**src/rtl/song_pkg.sv**
```systemverilog
// Shared types and score-entry layout for the song sequencer.
package song_pkg;

  // Player states; IDLE must stay the all-zero encoding so reset lands there.
  typedef enum logic [1:0] {
    S_IDLE  = 2'd0,
    S_FETCH = 2'd1,
    S_CHECK = 2'd2,
    S_PLAY  = 2'd3
  } state_t;

  // A score entry is {dur, notes}: the notes sit in the LSBs starting here,
  // and the duration fills the bits above them.
  localparam int NOTES_LSB = 0;

endpackage

```
**src/rtl/tick_prescaler.sv**
```systemverilog
// Divides clk down to a one-cycle tick every TICK_DIV enabled cycles.
module tick_prescaler #(
  parameter int TICK_DIV = 250000
) (
  input  logic clk,
  input  logic reset_n,
  input  logic en,
  input  logic clr,
  output logic tick
);

  localparam int CW = (TICK_DIV > 1) ? $clog2(TICK_DIV) : 1;
  localparam logic [CW-1:0] LAST = CW'(TICK_DIV - 1);

  logic [CW-1:0] cnt;

  // Counter runs 0..TICK_DIV-1 while enabled; clr wins so each step starts aligned.
  always_ff @(posedge clk or negedge reset_n) begin
    if (!reset_n)     cnt <= '0;
    else if (clr)     cnt <= '0;
    else if (en)      cnt <= (cnt == LAST) ? '0 : cnt + 1'b1;
  end

  assign tick = en && !clr && (cnt == LAST);

endmodule

```
**src/rtl/song_sequencer.sv**
```systemverilog
// Score player: walks a writable score RAM and drives the tone-generator enables.
module song_sequencer
  import song_pkg::*;
#(
  parameter int NUM_NOTES = 8,
  parameter int ADDR_W    = 4,
  parameter int DUR_W     = 8,
  parameter int TICK_DIV  = 250000,
  parameter int GAP_TICKS = 1
) (
  input  logic                 clk,
  input  logic                 reset_n,
  input  logic                 start,
  input  logic                 stop,
  input  logic                 loop,
  input  logic                 wr_en,
  input  logic [ADDR_W-1:0]    wr_addr,
  input  logic [NUM_NOTES-1:0] wr_notes,
  input  logic [DUR_W-1:0]     wr_dur,
  output logic [NUM_NOTES-1:0] note_en,
  output logic                 busy,
  output logic [ADDR_W-1:0]    step_idx,
  output logic                 done
);

  localparam int DEPTH = 1 << ADDR_W;
  localparam int EW    = NUM_NOTES + DUR_W;
  localparam logic [ADDR_W-1:0] LAST_ADDR = ADDR_W'(DEPTH - 1);
  localparam logic [DUR_W:0]    GAP       = (DUR_W+1)'(GAP_TICKS);

  state_t state, state_nxt;

  logic [EW-1:0]        mem [DEPTH];
  logic [EW-1:0]        rd_q;
  logic [NUM_NOTES-1:0] rd_notes;
  logic [DUR_W-1:0]     rd_dur;

  logic [ADDR_W-1:0]    addr, addr_nxt;
  logic [NUM_NOTES-1:0] notes_q;
  logic [DUR_W-1:0]     dur_q;
  logic [DUR_W-1:0]     ticks_el;
  logic                 done_nxt;
  logic                 latch;
  logic                 step_end;
  logic                 end_song;
  logic                 tick;

  // Score RAM: no reset, read-before-write on a same-address collision.
  always_ff @(posedge clk) begin
    if (wr_en) mem[wr_addr] <= {wr_dur, wr_notes};
    rd_q <= mem[addr];
  end

  assign rd_notes = rd_q[NOTES_LSB +: NUM_NOTES];
  assign rd_dur   = rd_q[EW-1 -: DUR_W];

  tick_prescaler #(.TICK_DIV(TICK_DIV)) u_presc (
    .clk     (clk),
    .reset_n (reset_n),
    .en      (state == S_PLAY),
    .clr     (state == S_CHECK),
    .tick    (tick)
  );

  assign step_end = tick && (({1'b0, ticks_el} + 1'b1) == {1'b0, dur_q});

  // State register.
  always_ff @(posedge clk or negedge reset_n) begin
    if (!reset_n) state <= S_IDLE;
    else          state <= state_nxt;
  end

  // Next state, next address and done; stop overrides start, start overrides sequencing.
  always_comb begin
    state_nxt = state;
    addr_nxt  = addr;
    done_nxt  = 1'b0;
    latch     = 1'b0;
    end_song  = 1'b0;
    case (state)
      S_IDLE:  ;
      S_FETCH: state_nxt = S_CHECK;
      S_CHECK: begin
        if (rd_dur == '0) end_song = 1'b1;
        else begin
          latch     = 1'b1;
          state_nxt = S_PLAY;
        end
      end
      S_PLAY: begin
        if (step_end) begin
          if (addr == LAST_ADDR) end_song = 1'b1;
          else begin
            addr_nxt  = addr + 1'b1;
            state_nxt = S_FETCH;
          end
        end
      end
      default: state_nxt = S_IDLE;
    endcase
    if (end_song) begin
      if (loop) begin
        addr_nxt  = '0;
        state_nxt = S_FETCH;
      end else begin
        state_nxt = S_IDLE;
        done_nxt  = 1'b1;
      end
    end
    if (start) begin
      addr_nxt  = '0;
      state_nxt = S_FETCH;
      done_nxt  = 1'b0;
    end
    if (stop) begin
      state_nxt = S_IDLE;
      done_nxt  = 1'b0;
    end
  end

  // Datapath: address, latched step, elapsed-tick counter and done pulse.
  always_ff @(posedge clk or negedge reset_n) begin
    if (!reset_n) begin
      addr     <= '0;
      step_idx <= '0;
      notes_q  <= '0;
      dur_q    <= '0;
      ticks_el <= '0;
      done     <= 1'b0;
    end else begin
      addr <= addr_nxt;
      done <= done_nxt;
      if (latch) begin
        notes_q  <= rd_notes;
        dur_q    <= rd_dur;
        step_idx <= addr;
        ticks_el <= '0;
      end else if (state == S_PLAY && tick) begin
        ticks_el <= ticks_el + 1'b1;
      end
    end
  end

  // Notes sound for the first dur-GAP ticks of a step; the tail is the re-strike gap.
  assign note_en = (state == S_PLAY && (({1'b0, ticks_el} + GAP) < {1'b0, dur_q}))
                   ? notes_q : '0;
  assign busy    = (state != S_IDLE);

endmodule

```
**config.mk**
```make
export PLATFORM = sky130hd
export DESIGN_NAME = song_sequencer
export DESIGN_NICKNAME = d
export VERILOG_FILES = /design/src/rtl/song_pkg.sv /design/src/rtl/tick_prescaler.sv /design/src/rtl/song_sequencer.sv
export SDC_FILE = /design/constraint.sdc
export NUM_CORES = 1
export LEC_CHECK = 0
export ABC_AREA = 0
export CORE_ASPECT_RATIO = 0.75
export CORE_MARGIN = 2
export CORE_UTILIZATION = 35
export CTS_CLUSTER_DIAMETER = 80
export DETAILED_ROUTE_END_ITERATION = 16
export HOLD_SLACK_MARGIN = 0.15
export PLACE_DENSITY = 0.6
export SLEW_MARGIN = 5
export SYNTH_ARGS = -nofsm -noshare
export SYNTH_HDL_FRONTEND = slang
export SYNTH_SLANG_ARGS = --single-unit
```
**constraint.sdc**
```tcl
create_clock -name clk -period 5.4 [get_ports clk]
set_clock_uncertainty 0.2 [all_clocks]
set_input_delay 1.08 -clock clk [delete_from_list [all_inputs] [get_ports clk]]
set_output_delay 1.08 -clock clk [all_outputs]
set_load 0.1 [all_outputs]
```
Yosys cells after proc, flatten, opt, wreduce, memory -nomap -nowiden --
Memory sizes are Yosys's and may differ from the RTL's. A register that Yosys moved wholly into a read port is not among the register bits. Index checks and enable logic that the tools add are counted.
Operators by class: add/sub/neg operators 4, multipliers 0, divide/modulo/power cells 0, $lt $le $gt $ge 1, eq/ne operators 9, shift-type cells 0, multiplexer cells 32, bitwise gates (word level) 0, reductions and logical operators 12
Operators by type and width (count):
- $mux 18 | 3
- $mux 4 | 6
- $mux 8 | 3
- $add 18x1->18 const B | 1
- $eq 18x18->1 const B | 1
- $ne 5x5->1 const B | 3
- $mux 1 | 12
- $mux 2 | 6
- $add 8x1->9 const B | 1
- $eq 9x8->1 | 1
- $lt 9x8->1 | 1
- $add 8x1->8 const B | 1
- $logic_not 8->1 | 1
- $pmux 2 s3 | 1
- $reduce_bool 2->1 | 3
- $reduce_bool 6->1 | 1
- $logic_and 1x1->1 | 5
- $add 4x1->4 const B | 1
- $eq 2x2->1 const B | 2
- $eq 4x4->1 const B | 1
- $reduce_and 4->1 | 1
- $eq 2x1->1 const B | 1
- $pmux 1 s2 | 1
- $logic_not 1->1 | 1
Storage, ports and cells: register bits after elaboration 53, latch bits 0, memory bits (writable) 256, ROM bits 0, input bits 26, output and inout bits 14, memories 1
Memory list:
- mem | words 16, width 16, rd ports 1, clocked after memory_dff 1, wr ports 1, RTL line song_sequencer.sv:33 | logic [EW-1:0] mem [DEPTH];

Depth between registers and ports, before layout --
Gate-level depths: netlist (run 1).
depth in word-level cells 10, gate-level depth with buffers 10, depth with buffers taken out 9

Cells and area by module --
A second synthesis (run 1) with hierarchy kept.
Second synthesis, totals: cell total of the unflattened synthesis 702, area, all modules 12992.5 um^2
Modules (own cells, without submodules):
- song_sequencer | instances 1, cells an instance 585, area each 11945.2 um^2
- tick_prescaler | instances 1, cells an instance 117, area each 1047.3 um^2

Worst setup path before layout (run 1) --
OpenSTA, ideal clock, no wires.
path type reg2out, from reg ticks_el[2], to out note_en[5], data arrival time 4111 ps, required time 4120 ps, slack 9 ps, cell stages (with the launch flop) 10, cell sequence dfrtp_1 and3_1 nand3_1 nor2_1 xor2_1 ha_1 nor3_1 clkbuf_1 nand3b_1 o21ai_0
Between the ends: longest elaborated chain between the ends 4
RTL lines:
- start: declaration | RTL line song_sequencer.sv:41 | logic [DUR_W-1:0] ticks_el;
- start signal: assignment | RTL line song_sequencer.sv:139 | ticks_el <= ticks_el + 1'b1;
- $add 8x1->9 | RTL line song_sequencer.sv:145 | assign note_en = (state == S_PLAY && (({1'b0, ticks_el} + GAP) < {1'b0, dur_q}))
- $lt 9x8->1 | RTL line song_sequencer.sv:145
- $logic_and 1x1->1 | RTL line song_sequencer.sv:145
- $mux 8 | RTL line song_sequencer.sv:146 | ? notes_q : '0;
- end: declaration | RTL line song_sequencer.sv:20 | output logic [NUM_NOTES-1:0] note_en,
Every way passes these cells.

Worst setup path after layout (run 1) --
from reg ticks_el[0], to out note_en[4]
Same word-level chain as after synthesis.

==> results of run 1 <==
final timing paths:
kind	slack, ps	cells past startpoint	from	to
hold / removal	260	1	rd_q[7]$_DFF_P_	notes_q[7]$_DFFE_PN0P_
max in group asynchronous	4010	2	reset_n	addr[0]$_DFF_PN0_
min in group asynchronous	430	2	reset_n	notes_q[3]$_DFFE_PN0P_
setup reg to reg	2300	9	ticks_el[2]$_DFFE_PN0P_	addr[2]$_DFF_PN0_
hold reg to reg	260	1	rd_q[7]$_DFF_P_	notes_q[7]$_DFFE_PN0P_
setup / recovery	1190	9	ticks_el[0]$_DFFE_PN0P_	note_en[4]
area by class of cell:
class | instances | area, um^2
Clock buffer | 36 | 752
Clock inverter | 18 | 185
Multi-Input combinational cell | 340 | 3550
Sequential cell | 325 | 9340
Timing Repair Buffer | 62 | 538
Antenna cell | 1 | 2.50
Fill cell | 3321 | 21800
Inverter | 16 | 60.1
Tap cell | 504 | 631
power by group:
group          switching, W  total [W]  internal [W]
combinational      0.000143   0.000221     0.0000772
clock              0.000909    0.00205       0.00114
sequential        0.0000351    0.00281       0.00278
total               0.00109    0.00508       0.00400
routing by layer:
| layer | GRT usage [%] | wire [um] | vias up |
|---|---|---|---|
| met5 | 0 | 0 | - |
| met4 | 2.63 | 330 | 0 |
| met3 | 2.84 | 1490 | 20 |
| met2 | 20.3 | 11500 | 162 |
| met1 | 22.8 | 13600 | 3462 |
| li1 | - | - | 3020 |
cells in the final DEF (no fill, tap or decap), drive strengths merged, types with 3 or more instances in the layout:
master / count
edfxtp: 256
mux4: 80
dfrtp: 53
clkbuf: 36
nand2: 34
o21ai: 34
buf: 32
clkdlybuf4s50: 30
inv: 17
nor2: 17
dfxtp: 16
nor3: 15
nand3: 14
mux2: 14
a31oi: 13
nand3b: 12
clkinv: 12
ha: 11
a21oi: 11
and3: 8
nand4: 8
o211ai: 8
nand2b: 6
xnor2: 5
nor2b: 4
or4: 4
or3: 3
and2: 3
o31ai: 3
a21o: 3
bufinv: 3
nor4: 3
registers in the layout (all words and copies together), names as in the netlist:
name,cells
mem,256
notes_q,8
rd_q,16
addr,4
done,1
step_idx,4
ticks_el,8
u_presc.cnt,18
dur_q,8
state,2
worst max-delay path: stages, from the launching register on:
cell and delay [ps]:
dfrtp_1 420, ha_1 300, nand3_1 120, xnor2_1 190, ha_1 270, or3_1 300
o21ai_0 90, a21oi_1 130, o21ai_0 220, buf_4 320
stage by stage:
stage               std cells  utilization (%)  setup slack [ps]  total power [W]
floorplan                 717                -              8.69          0.00297
CTS                      1301             40.8              1160          0.00513
global placement         1247             38.3              1810          0.00308
global route             1301             40.8               916          0.00526
finish                   1302             40.8              1190          0.00508
detailed placement       1247             38.3              1770          0.00309
cell usage after synthesis, drive strengths merged (2+ instances only):
cell and n:
or4 4, nand3b 12, a41oi 2, o31ai 3, nand4 8, ha 11, inv 16, nor3 15
xnor2 5, nor2b 4, nand3 14, nor2 17, a31oi 13, and3 8, nor4 3, or4b 2
edfxtp 256, mux4 80, o21ai 34, dfrtp 53, a21o 3, nand2 34, dfxtp 16, o211ai 8
xor2 2, mux2i 2, a21oi 11, buf 6, and4 2, mux2 14, nand2b 6, clkbuf 30
or3 3, and2 3, a311o 2
logic make-up after synthesis:
logic type,Yosys count,share of synthesized area (%)
DFF,325,71.6
and+or+nand+nor,141,6.03
muxes,96,15.2
AOI/OAI and AO/OA,85,4.05
buffers and inverters,52,1.64
adders and majority gates,11,1.06
xor gates and xnor gates,7,0.470
==> flow_summary.json, run 1 <==
{
  "placed_area_um2": 14100,
  "h-tree-depth": 1,
  "vdd.ir_drop.worst_mv": 0.235,
  "fp-row-count": 61,
  "cp.required_ps": 4120,
  "clockBufferDepth": 3,
  "yosysUniqueCellTypes": 57,
  "cp_max_fo": 8,
  "grt_usage_pct": 14.3,
  "fmax_ghz": 0.238,
  "globalRouteOverflowTotal": 0,
  "synth_area_leaders": "edfxtp_1, mux4_2, dfrtp_1",
  "cts-buffers-inserted": 29,
  "die_y_um": 171,
  "io_buffers": 39,
  "critPathCaptureType": "output pin",
  "leakagePower_nw": 4.90,
  "holdBufCountCts": 0,
  "dr.pass1.iters": 7,
  "grt_pass1_vias": 6579,
  "finalMaxSlewViolations": 0,
  "tightest_slew_ps": 1010,
  "die-width_um": 227,
  "wire_per_inst_um": 20.7,
  "setup_total_negative_slack_ps": 0,
  "nNetsFinal": 811,
  "yosys.area.top_type": "edfxtp_1",
  "whs_ps": 261,
  "grt_pass1_wl_um": 41500,
  "setup_viol": 0,
  "hpwlAfterDp_um": 16800,
  "cap_viol_max_count": 0,
  "antenna_found_initial": 1,
  "ys_seq_elements": 325,
  "async_flop_share_pct": 16.3,
  "clock_latency_ps": 560,
  "ys.flop_type": "edfxtp_1",
  "die-area_um2": 38800,
  "start_util_pct": 35.4,
  "synth_area_um2": 13000,
  "drtAntennaViolNets": 0,
  "grt_max_degree": 54,
  "cts_tree": "built",
  "routed_wl_um": 26900,
  "gp_congestion": 0.784,
  "io-pin-count": 40,
  "relSlewSlack_pct": 32.2,
  "areaGrowthSynthToFinish_pct": 15.4,
  "cts.sinks": 325,
  "worst_hold_path_type": "reg2reg",
  "synth_edf_count": 256,
  "dr_total_vias": 6664,
  "worstSetupStartpointType": "flop",
  "synth_top_area_share_pct": 58.9,
  "post-cts-setup-buffers": 0,
  "period_needed_ps": 4210,
  "arrival_ps": 2930,
  "drc": 0,
  "fin_area_um2": 15100,
  "syn-num-nets": 754,
  "first_iter_violations": 613,
  "cts.repair.resized": 0,
  "viasPerCell": 5.12,
  "crit_type": "reg2out",
  "ys_warn_count": 0,
  "rsz0062_at_grt": "no",
  "cts_root_buf": "clkbuf_16",
  "final_hold_viol_count": 0,
  "status": "complete, no violations",
  "final.period_utilization_pct": 77.9,
  "fp.coreArea_um2": 36900,
  "synth_area_per_cell_um2": 18.2,
  "drive_above_1_share_pct": 24.7,
  "syn_inst": 717,
  "p_per_area_nw_per_um2": 338,
  "clk_pin_slew_ps": 70,
  "yosysSeqAreaShare_pct": 71.6
}
(Power assumes the default switching activity.)
==> run 2: changes to the inputs <==
Settings changed: PLACE_DENSITY 0.6 to 0.62.
Clock period 5.4 ns to 3.4 ns, I/O delays scaled along.
==> flow_summary.json, run 2 (same netlist as run 1, synthesis figures left out) <==
{
  "status": "complete, but fails checks",
  "violations": "negative setup slack",
  "first_iter_violations": 737,
  "antenna_found_initial": 1,
  "diodes": 0,
  "wire_per_inst_um": 21.0,
  "dr.pass1.iters": 5,
  "h-tree-depth": 1,
  "final.period_utilization_pct": 105,
  "worst_hold_path_type": "reg2reg",
  "cp_max_fo": 8,
  "final_common_cell": "edfxtp_1",
  "cap_viol_max_count": 0,
  "largest_register_ff_count": 256,
  "critPathMaxStageDelay_ps": 380,
  "finalMaxSlewViolations": 0,
  "setup_total_negative_slack_ps": -1120,
  "fp-row-count": 61,
  "leakagePower_nw": 5.16,
  "cp.required_ps": 2520,
  "largestRegisters": "mem x256, u_presc.cnt x18, rd_q x16",
  "critPathCaptureType": "output pin",
  "routed_wl_um": 27800,
  "worstSetupStartpointType": "flop",
  "tightest_slew_ps": 916,
  "start_util_pct": 35.4,
  "gp_congestion": 0.815,
  "clock_latency_ps": 570,
  "io-pin-count": 40,
  "drc": 0,
  "arrival_ps": 2670,
  "hpwlAfterDp_um": 16400,
  "worst_slack_ps": -153,
  "drive_above_1_share_pct": 30.7,
  "grt_pass1_vias": 6903,
  "crit_type": "reg2out",
  "grt_max_degree": 65,
  "clockBufferDepth": 3,
  "setup_viol": 8,
  "crit_chain": "ha_4 -> nand3_4 -> xnor2_2 -> ha_1 -> or3_4 -> o21ai_4 -> a21oi_4 -> buf_12 -> o21ai_4 -> buf_12",
  "io_buffers": 39,
  "areaGrowthSynthToFinish_pct": 20.3,
  "cts.sinks": 325,
  "cpMaxStageDelayCell": "dfrtp_1",
  "nNetsFinal": 835,
  "dr_total_vias": 6883,
  "die-width_um": 227,
  "clk_pin_slew_ps": 60,
  "final_cell_mix": "edfxtp_1, mux4_2, dfrtp_1",
  "relSlewSlack_pct": 39.0,
  "cts-buffers-inserted": 31,
  "final_hold_viol_count": 0,
  "drtAntennaViolNets": 0,
  "grt_pass1_wl_um": 43000,
  "vdd.ir_drop.worst_mv": 0.313,
  "fp.coreArea_um2": 36900,
  "die_y_um": 171,
  "fmax_ghz": 0.281,
  "regMostFlops": "mem",
  "globalRouteOverflowTotal": 0,
  "viasPerCell": 5.19,
  "cts_root_buf": "clkbuf_16",
  "rsz0062_at_grt": "yes",
  "grt_usage_pct": 14.8,
  "die-area_um2": 38800,
  "cts_tree": "built",
  "p_per_area_nw_per_um2": 535,
  "utilization_pct": 42.6,
  "period_needed_ps": 3550
}
run 2: cell count changes in the layout (fill, tap and decap cells not counted), sizes merged:
cell,change
dlygate4sd3,+1
clkbuf,+1
buf,+26
clkinvlp,+1
inv,+2
clkdlybuf4s50,-6
diode,-1
bufinv,+1
run 2: path summary, 6_finish.rpt:
check / start / to / slack (ps) / cells after the start
setup / recovery: ticks_el[1]$_DFFE_PN0P_ / note_en[7] / -150 / 10
hold / removal: rd_q[11]$_DFF_P_ / dur_q[3]$_DFFE_PN0P_ / 260 / 2
setup reg to reg: ticks_el[3]$_DFFE_PN0P_ / addr[2]$_DFF_PN0_ / 510 / 8
hold reg to reg: rd_q[11]$_DFF_P_ / dur_q[3]$_DFFE_PN0P_ / 260 / 2
max in group asynchronous: reset_n / u_presc.cnt[17]$_DFFE_PN0P_ / 1780 / 3
min in group asynchronous: reset_n / ticks_el[7]$_DFFE_PN0P_ / 540 / 2
run 2: metrics by stage:
step / setup WS (ps) / instances / power [W] / cell area [um^2] / hold slack [ps]
floorplan: -83.6 / 717 / 0.00474 / 13100 / 184
global placement: 152 / 1257 / 0.00492 / 14400 / 243
detailed placement: 104 / 1257 / 0.00493 / 14400 / 248
CTS: -95.7 / 1324 / 0.00844 / 15600 / 264
global route: -257 / 1327 / 0.00870 / 15700 / 277
finish: -153 / 1327 / 0.00840 / 15700 / 261
run 2: where the power goes:
part           internal, W  total (W)  leakage (nW)  switching, W
logic             0.000159   0.000422          1.50      0.000263
registers          0.00441    0.00447          3.15     0.0000559
clock network      0.00202    0.00350         0.506       0.00148
total              0.00660    0.00840          5.16       0.00180
run 2: area by class of cell:
cell class	count	area (um^2)
clock buffers	36	815
inverters	16	60.1
repair buffers	84	882
clock inverters	22	223
well taps	504	631
flip-flops and latches	325	9340
fillers	3196	21200
multi-input cells	340	3740
run 2: worst max-delay path, delay by kind of cell (launching register included):
family                     cells  cell delay [ps]
and+or+nand+nor                2              430
adders and majority gates      2              500
DFF                            1              380
buffers and inverters          2              360
xor gates and xnor gates       1              140
AOI/OAI and AO/OA              3              290
run 2: metal layers:
metal,GRT usage [%],up-vias,part of all wire (%)
li1,-,3067,-
met1,22.9,3565,48
met5,0,-,0.043
met2,21.6,214,44
met4,2.92,2,1.4
met3,2.78,35,6.1
run 2: what timing repair did:
item | CTS | global route
resized for setup | 13 | 14
cloned | 0 | 1
setup endpoints to repair | 8 | 8
buffers inserted | 8 | 2
hold endpoints to repair | 32 | 0
pin swaps | 8 | 3
hold buffers | 1 | 0
==> run 3: changes to the inputs <==
Settings changed: PLACE_DENSITY 0.62 to 0.6.
Clock period 3.4 ns to 4.3 ns, I/O delays scaled along.
==> flow_summary.json, run 3 (same netlist as run 1, synthesis figures left out) <==
{
  "r2r_slack_ps": 1200,
  "largest_register_ff_count": 256,
  "io_buffers": 39,
  "cts-buffers-inserted": 31,
  "cp_max_fo": 8,
  "period_needed_ps": 4080,
  "routed_wl_um": 27000,
  "cap_viol_max_count": 0,
  "critPathCaptureType": "output pin",
  "grt_usage_pct": 14.5,
  "cp.required_ps": 3240,
  "critPathMaxStageDelay_ps": 430,
  "rsz0062_at_grt": "yes",
  "antenna_found_initial": 3,
  "largestRegisters": "mem x256, u_presc.cnt x18, rd_q x16",
  "first_iter_violations": 506,
  "min_to": "notes_q[4]$_DFFE_PN0P_",
  "globalRouteOverflowTotal": 0,
  "drive_above_1_share_pct": 26.1,
  "die-width_um": 227,
  "reg2regPathDepth": 9,
  "drtAntennaViolNets": 0,
  "setup_total_negative_slack_ps": 0,
  "dr.pass1.iters": 4,
  "clockBufferDepth": 3,
  "start_util_pct": 35.4,
  "grt_pass1_vias": 6703,
  "grt_max_degree": 65,
  "final.period_utilization_pct": 94.8,
  "crit_type": "reg2out",
  "h-tree-depth": 1,
  "arrival_ps": 3020,
  "cts_tree": "built",
  "grt_pass1_wl_um": 41600,
  "fin_cells": 1309,
  "final_common_cell": "edfxtp_1",
  "cts.sinks": 325,
  "final_cell_mix": "edfxtp_1, mux4_2, dfrtp_1",
  "crit_family": "adder cells",
  "final_hold_viol_count": 0,
  "diodes": 0,
  "worstSetupStartpointType": "flop",
  "die-area_um2": 38800,
  "status": "complete, no violations",
  "worst_hold_path_type": "reg2reg",
  "die_y_um": 171,
  "cpMaxStageDelayCell": "dfrtp_1",
  "setup_viol": 0,
  "viasPerCell": 5.07,
  "nNetsFinal": 817,
  "fmax_ghz": 0.245,
  "r2r-end": "addr[2]$_DFF_PN0_",
  "fp.coreArea_um2": 36900,
  "io-pin-count": 40,
  "crit_chain": "ha_1 -> nand3_1 -> xnor2_1 -> ha_1 -> or3_1 -> o21ai_0 -> a21oi_2 -> o21ai_0 -> buf_12",
  "whs_ps": 260,
  "hpwlAfterDp_um": 15800,
  "post-place-cells": 1250,
  "wire_per_inst_um": 20.6,
  "fp-row-count": 61,
  "vdd.ir_drop.worst_mv": 0.318,
  "leakagePower_nw": 4.97,
  "p_per_area_nw_per_um2": 424,
  "cts_root_buf": "clkbuf_16",
  "clock_latency_ps": 580,
  "dr_total_vias": 6639,
  "hold-path-cell-count": 1,
  "reg2reg_from": "ticks_el[2]$_DFFE_PN0P_",
  "crit_buf_inv": 1,
  "utilization_pct": 41.4,
  "crit_cells": 9,
  "tightest_slew_ps": 985,
  "relSlewSlack_pct": 34.1,
  "gp_congestion": 0.777,
  "regMostFlops": "mem",
  "finalMaxSlewViolations": 0,
  "worstHoldStart": "rd_q[4]$_DFF_P_",
  "areaGrowthSynthToFinish_pct": 17.1,
  "clk_pin_slew_ps": 70,
  "drc": 0
}
-- run 3: cell types whose count changed in the layout (fill, tap and decap cells not counted), sizes merged --
cell           delta
clkinv            +2
clkdlybuf4s50     +5
clkbuf            -4
inv               +1
buf              -22
clkinvlp          +2
bufinv            -2
-- run 3: timing repair --
| action | CTS | global route |
|---|---|---|
| setup buffers | 0 | 0 |
| endpoints found under the hold margin | 21 | 0 |
| resized for setup | 0 | 2 |
| endpoints found under the setup margin | 0 | 4 |
| hold buffers | 1 | 0 |
-- run 3: how the worst max path moves through the flow --
stage	endpoint	slack, ps	from
5_1_grt	note_en[1]	-0.6	ticks_el[0]$_DFFE_PN0P_
6_report	note_en[1]	220	ticks_el[0]$_DFFE_PN0P_
3_5_place_dp	note_en[1]	780	ticks_el[0]$_DFFE_PN0P_
2_1_floorplan	note_en[1]	-580	ticks_el[2]$_DFFE_PN0P_
3_3_place_gp	note_en[4]	820	ticks_el[0]$_DFFE_PN0P_
4_1_cts	note_en[1]	170	ticks_el[0]$_DFFE_PN0P_
-- run 3: metrics by stage --
stage	setup WS, ps	total power [W]	area (um^2)
6_report	225	0.00648	15300
5_1_grt	-0.639	0.00672	15300
4_1_cts	170	0.00654	15300
3_5_place_dp	782	0.00389	14300
3_3_place_gp	823	0.00388	14300
2_1_floorplan	-582	0.00374	13000
-- run 3: power by group --
group | switching [W] | internal [W] | leakage (nW) | total [W]
Sequential | 0.0000433 | 0.00349 | 3.15 | 0.00353
Combinational | 0.000183 | 0.000103 | 1.34 | 0.000286
Clock | 0.00120 | 0.00146 | 0.479 | 0.00266
Total | 0.00143 | 0.00505 | 4.97 | 0.00648
-- run 3: metal layers --
layer	wire, um	global-route usage (%)	vias to the layer above
met5	0	0	-
met4	366	2.75	0
met3	1370	2.68	31
met2	12500	22.9	155
met1	12700	21.0	3427
li1	-	-	3026
-- run 3: area by class of cell --
| class | count | area [um^2] |
|---|---|---|
| fill | 3286 | 21600 |
| inverter | 16 | 60.1 |
| multi-input combinational | 340 | 3550 |
| timing repair buffer | 66 | 693 |
| clock inverter | 25 | 209 |
| clock buffer | 33 | 783 |
| sequential | 325 | 9340 |
| tap | 504 | 631 |
